--- config.mk ---
export PLATFORM = sky130hd
export DESIGN_NAME = k12a_alu_seq
export DESIGN_NICKNAME = d
export VERILOG_FILES = /design/src/rtl/k12a_alu_seq.sv
export SDC_FILE = /design/constraint.sdc
export NUM_CORES = 1
export LEC_CHECK = 0
export ABC_AREA = 0
export CAP_MARGIN = 40
export CORE_AREA = 3 3 63 65
export CTS_CLUSTER_SIZE = 24
export DETAILED_ROUTE_END_ITERATION = 7
export DIE_AREA = 0 0 66 68
export GPL_TIMING_DRIVEN = 0
export MAX_ROUTING_LAYER = met4
export PLACE_DENSITY = 0.91
export SLEW_MARGIN = 5
export SYNTH_ARGS = -nofsm -noshare
export SYNTH_HDL_FRONTEND = slang
export SYNTH_SLANG_ARGS = --single-unit
--- constraint.sdc ---
create_clock -name clock -period 4.9 [get_ports clock]
set_input_delay 0.98 -clock clock [delete_from_list [all_inputs] [get_ports clock]]
set_output_delay 0.98 -clock clock [all_outputs]
set_load 0.01 [all_outputs]
--- src/rtl/k12a_alu_seq.sv ---
// rtl/k12a_alu_seq.sv - sequencer driving an external 8-bit ALU for ASR/LSL/MUL commands
// Optional multiply support is enabled with `define K12A_ALU_SEQ_MUL_EN.
package k12a_alu_seq_pkg;
  typedef enum logic {ALU_OPERAND_SEL_A = 1'b0, ALU_OPERAND_SEL_B = 1'b1} alu_operand_sel_t;
endpackage

module k12a_alu_seq
  import k12a_alu_seq_pkg::*;
(
  input  logic             clock,
  input  logic             reset_n,
  input  logic             start,
  input  logic [1:0]       cmd_op,
  input  logic [7:0]       cmd_a,
  input  logic [7:0]       cmd_b,
  output logic             busy,
  output logic             done,
  output logic             err,
  output logic [7:0]       result,
  output logic             alu_load,
  output alu_operand_sel_t alu_operand_sel,
  output logic [7:0]       alu_a,
  output logic [7:0]       alu_b,
  output logic [15:0]      alu_inst,
  input  logic [7:0]       data_bus
);

  localparam logic [2:0] OP_ADD = 3'd4;
  localparam logic [2:0] OP_ASR = 3'd6;

`ifdef K12A_ALU_SEQ_MUL_EN
  typedef enum logic [2:0] {IDLE, ASR, LSL, MUL_ADD, MUL_DBL, DONE} state_t;
`else
  typedef enum logic [2:0] {IDLE, ASR, LSL, DONE} state_t;
`endif

  state_t     state, state_next;
  logic [1:0] op_q;
  logic [7:0] acc, mc, mp;
  logic [3:0] cnt;
  logic [7:0] result_q;
  logic [2:0] alu_op;
  logic       reserved;
  logic [7:0] result_final;

`ifdef K12A_ALU_SEQ_MUL_EN
  assign reserved = (op_q == 2'b11);
`else
  assign reserved = (op_q == 2'b11) || (op_q == 2'b01);
`endif

  assign result_final    = reserved ? 8'h00 : acc;
  assign busy            = (state != IDLE);
  assign done            = (state == DONE);
  assign err             = done && reserved;
  assign result          = done ? result_final : result_q;
  assign alu_operand_sel = ALU_OPERAND_SEL_B;
  assign alu_inst        = {5'b0, alu_op, 8'b0};

  always_ff @(posedge clock or negedge reset_n) begin
    if (!reset_n) state <= IDLE;
    else          state <= state_next;
  end

  // Zero-count shifts and reserved ops spend their single busy cycle in ASR with cnt=0, idling the ALU.
  always_comb begin
    state_next = state;
    alu_load   = 1'b0;
    alu_a      = 8'h00;
    alu_b      = 8'h00;
    alu_op     = 3'd0;
    case (state)
      IDLE: begin
        if (start) begin
          case (cmd_op)
            2'b10:   state_next = LSL;
`ifdef K12A_ALU_SEQ_MUL_EN
            2'b01:   state_next = MUL_ADD;
`endif
            default: state_next = ASR;
          endcase
        end
      end
      ASR: begin
        if (cnt != 4'd0) begin
          alu_load = 1'b1;
          alu_a    = acc;
          alu_op   = OP_ASR;
        end
        if (cnt <= 4'd1) state_next = DONE;
      end
      LSL: begin
        if (cnt != 4'd0) begin
          alu_load = 1'b1;
          alu_a    = acc;
          alu_b    = acc;
          alu_op   = OP_ADD;
        end
        if (cnt <= 4'd1) state_next = DONE;
      end
`ifdef K12A_ALU_SEQ_MUL_EN
      MUL_ADD: begin
        alu_load   = 1'b1;
        alu_a      = acc;
        alu_b      = mc;
        alu_op     = OP_ADD;
        state_next = MUL_DBL;
      end
      MUL_DBL: begin
        alu_load   = 1'b1;
        alu_a      = mc;
        alu_b      = mc;
        alu_op     = OP_ADD;
        state_next = (cnt == 4'd1) ? DONE : MUL_ADD;
      end
`endif
      DONE:    state_next = IDLE;
      default: state_next = IDLE;
    endcase
  end

  always_ff @(posedge clock or negedge reset_n) begin
    if (!reset_n) begin
      op_q     <= 2'b00;
      acc      <= 8'h00;
      mc       <= 8'h00;
      mp       <= 8'h00;
      cnt      <= 4'd0;
      result_q <= 8'h00;
    end else begin
      case (state)
        IDLE: begin
          if (start) begin
            op_q <= cmd_op;
            mc   <= cmd_a;
            mp   <= cmd_b;
            case (cmd_op)
              2'b00, 2'b10: begin
                acc <= cmd_a;
                cnt <= {1'b0, cmd_b[2:0]};
              end
`ifdef K12A_ALU_SEQ_MUL_EN
              2'b01: begin
                acc <= 8'h00;
                cnt <= 4'd8;
              end
`endif
              default: begin
                acc <= 8'h00;
                cnt <= 4'd0;
              end
            endcase
          end
        end
        ASR, LSL: begin
          if (cnt != 4'd0) begin
            acc <= data_bus;
            cnt <= cnt - 4'd1;
          end
        end
`ifdef K12A_ALU_SEQ_MUL_EN
        MUL_ADD: begin
          if (mp[0]) acc <= data_bus;
        end
        MUL_DBL: begin
          mc  <= data_bus;
          mp  <= {1'b0, mp[7:1]};
          cnt <= cnt - 4'd1;
        end
`endif
        DONE:    result_q <= result_final;
        default: ;
      endcase
    end
  end

endmodule

==> Implementation_results.wiki <==
{| class="wikitable"
! Metric !! Value
|-
| WL/cell || ~12 um
|-
| Chip height || 68 um
|-
| Finished Core Util || 0.640
|-
| Gate count of the mapped netlist || around 160
|-
| Worst EP required || 3.92 ns
|-
| Syn Std Cell Area || ~1500 sq um
|-
| EDFF count, synth || 0
|-
| Met1 layer wirelength in the final routing || approximately 1500 um
|-
| Number of violations reported at the end of detailed-routing iteration 0 || between 50 and 60
|-
| Number of max-cap violations || 0
|-
| Top cell family by delay on the critical path || buffers and inverters
|-
| TritonCTS clock tree || done
|-
| Min-delay worst type || register to register
|-
| WS Path Type || register to output pin
|-
| Detailed-route wire length || 3410 um
|-
| Total number of vias || roughly 1300
|-
| Post-cts resize count || 0
|-
| Number of global-route vias before repair || 1181
|-
| RSZ-0062 raised after global routing || false
|-
| Slew at the pin closest to its max-slew limit || 0.688 ns
|-
| CTS Buffer Depth || 2
|-
| Leading post-synthesis cells by cell area || dfrtp_1, buf_4, and2_1
|-
| Highest net fanout along the worst path || 10
|-
| Gpl congestion || 0.754
|-
| Peak supply drop || between 0.0004 and 0.0005 V
|-
| Fmax achieved || ~290 MHz
|-
| Half-perimeter wire length of the detailed placement result || 2780 um
|-
| Run status || finished, final reports clean
|-
| Cell repeated most along the worst path || buf_2
|-
| Final cycle utilization of the critical path || 0.713
|-
| Initial core utilization || 0.436
|-
| Syn. warnings || 0
|-
| TritonCTS buffer count || 3
|-
| Total track usage || 0.157
|-
| Total number of placement rows || 21
|-
| Area leader, netlist || dfrtp_1
|-
| Drc violations || 0
|-
| Number of top-level pins || between 70 and 80
|-
| First-pass GRT wire length || roughly 5300 um
|-
| Horiz. Die Dim || 66 um
|-
| Level count of the clock H-tree || 1
|-
| Detail Route Antenna Nets || 0
|-
| Clock period minus worst slack || around 3.5 ns
|-
| Antenna diode count || 0
|-
| Proportion of netlist area held by the largest area contributor || 0.390
|-
| Most frequently used flop master after synthesis || dfrtp_1
|-
| Largest net degree at the start of global routing || 17
|-
| DR pass1 iterations || 4
|-
| Ratio of total power to cell area || 741 nW/um^2
|-
| Clk slew on worst S/H paths || around 0.14 ns
|-
| Setup-violating endpoint count in the final report || 0
|-
| Count of port buffers added during placement || 53
|-
| Insertion delay to the later sink of the worst-skew pair || around 0.32 ns
|-
| Final Skew || between 0.006 and 0.007 ns
|-
| Netlist cell types || 31
|-
| Length of routed met3 wiring || around 160 um
|-
| Top cells by instance count after synthesis || dfrtp_1, and2_1, buf_4
|-
| Area inside the core boundary || 3390 sq um
|-
| Met2 WL post-DR || between 1500 and 2000 um
|-
| Count of final hold-check violations || 0
|-
| Kind of start point of the critical path || register
|-
| Fraction of layout instances using a drive strength above 1 || 0.171
|-
| Crit path buffers/inverters || 4
|-
| Sequential area share after synthesis || 0.390
|-
| Yosys reg bits || 23
|-
| Sum Neg Setup Slack || 0 ns
|-
| Post-CTS Hold Fix Bufs || 0
|-
| Fraction of registers with async set/reset || 1.00
|-
| Via-per-instance ratio || between 4 and 5
|-
| FILL cells || between 200 and 300
|-
| Residual overflow from global routing || 0
|-
| Syn_area_per_cell || about 9.1 sq um
|-
| Most instantiated library cell after synthesis || dfrtp_1
|-
| Leakage power of the design || 0.964 nW
|-
| Critical-path cell with the highest stage delay || clkdlybuf4s50_1
|-
| Number of sinks on the clock net || 23
|-
| Net count reported at finish || around 270
|-
| Root Buffer || clkbuf_4
|-
| Max-slew headroom || 0.537
|-
| Number of buffers added for setup after CTS || 0
|-
| Uppermost metal layer occupied by signal nets || met4
|-
| Arrival time worst endpoint || 2.51 ns
|-
| Number of antenna violations at the first check in global routing || 0
|-
| Delay contributed by the slowest stage of the critical path || around 0.53 ns
|-
| Series of cell instances along the critical path || inv_1, ha_1, buf_2, a21boi_0, buf_2, and2_1, clkdlybuf4s50_1
|-
| Count of final max-slew check failures || 0
|-
| Total die area || 4490 sq um
|-
| Kind of capture point of the worst setup path || output pin
|-
| Area growth from synthesis to layout || 46.8%
|}
[area by class of cell]
type	count	area (sq um)	share of cell area
Multi-Input combinational cell	117	746	0.344
Sequential cell	23	576	0.265
Timing Repair Buffer	54	558	0.257
Buffer	22	153	0.0704
Tap cell	46	57.6	0.0265
Inverter	14	52.6	0.0242
Clock buffer	3	22.5	0.0104
Clock inverter	1	5.00	0.00231
[cells by family after synthesis]
kind of cell,after synthesis,synth area share
flip-flops,23,0.389
adder cells (fa/ha/maj),7,0.0593
other,2,0.00508
AO/OA/AOI/OAI,38,0.198
AND/OR/NAND/NOR,53,0.180
multiplexers,4,0.0296
buffers and inverters,36,0.139
[worst paths after layout]
path,start,end,slack (ns),depth (start not counted)
worst max-delay path,state[0],alu_a[1],1.41,7
worst min-delay path,result_q[3],result_q[3],0.55,2
worst max register to register,state[0],acc[6],2.92,7
worst min register to register,result_q[3],result_q[3],0.55,2
max in group asynchronous,reset_n,result_q[3],3.51,2
min in group asynchronous,reset_n,cnt[0],0.96,1
[metal layers]
layer | vias up | GRT usage
met3 | 4 | 0.0148
met4 | 0 | 0.0457
met5 | - | -
met2 | 34 | 0.288
met1 | 570 | 0.183
li1 | 649 | -
[placed cells by master (no fill, tap or decap), types with 2 or more instances in the layout]
| cell type | instances |
|---|---|
| nor2b_1 | 3 |
| clkbuf_1 | 3 |
| a21oi_1 | 2 |
| ha_1 | 7 |
| nor2_1 | 15 |
| conb_1 | 15 |
| a21oi_2 | 10 |
| buf_4 | 16 |
| clkdlybuf4s50_1 | 53 |
| nand2_1 | 11 |
| clkbuf_4 | 3 |
| a22oi_1 | 9 |
| mux2_2 | 3 |
| o21ai_0 | 9 |
| buf_2 | 2 |
| and2_1 | 18 |
| a21boi_0 | 2 |
| inv_1 | 14 |
| dfrtp_1 | 23 |
[state kept, by name, indices dropped and copies added, names as in the netlist]
name	flops
acc	8
result_q	8
cnt	4
op_q	1
state	2
[through the flow]
step	hold WS, ns	total power, mW	area [sq um]	worst slack [ns]	instances
detailed placement	0.535	1.53	2140	1.75	276
floorplan	0.508	1.08	1530	2.40	176
global route	0.600	1.74	2170	1.18	280
finish	0.552	1.61	2170	1.41	280
CTS	0.556	1.62	2170	1.39	280
global placement	0.523	1.50	2110	1.78	275
[tightest hold or removal path: stages, from the launching register on]
cell     delay [ns]
dfrtp_1        0.38
inv_1          0.05
o21ai_0        0.08
[power breakdown]
| group | internal, mW | leakage (nW) | switching, mW |
|---|---|---|---|
| Clock | 0.0306 | 0.0177 | 0.0611 |
| Combinational | 0.587 | 0.665 | 0.568 |
| Sequential | 0.287 | 0.282 | 0.0742 |
| Total | 0.904 | 0.964 | 0.704 |
Note: power is estimated with default switching activity, not from simulation.
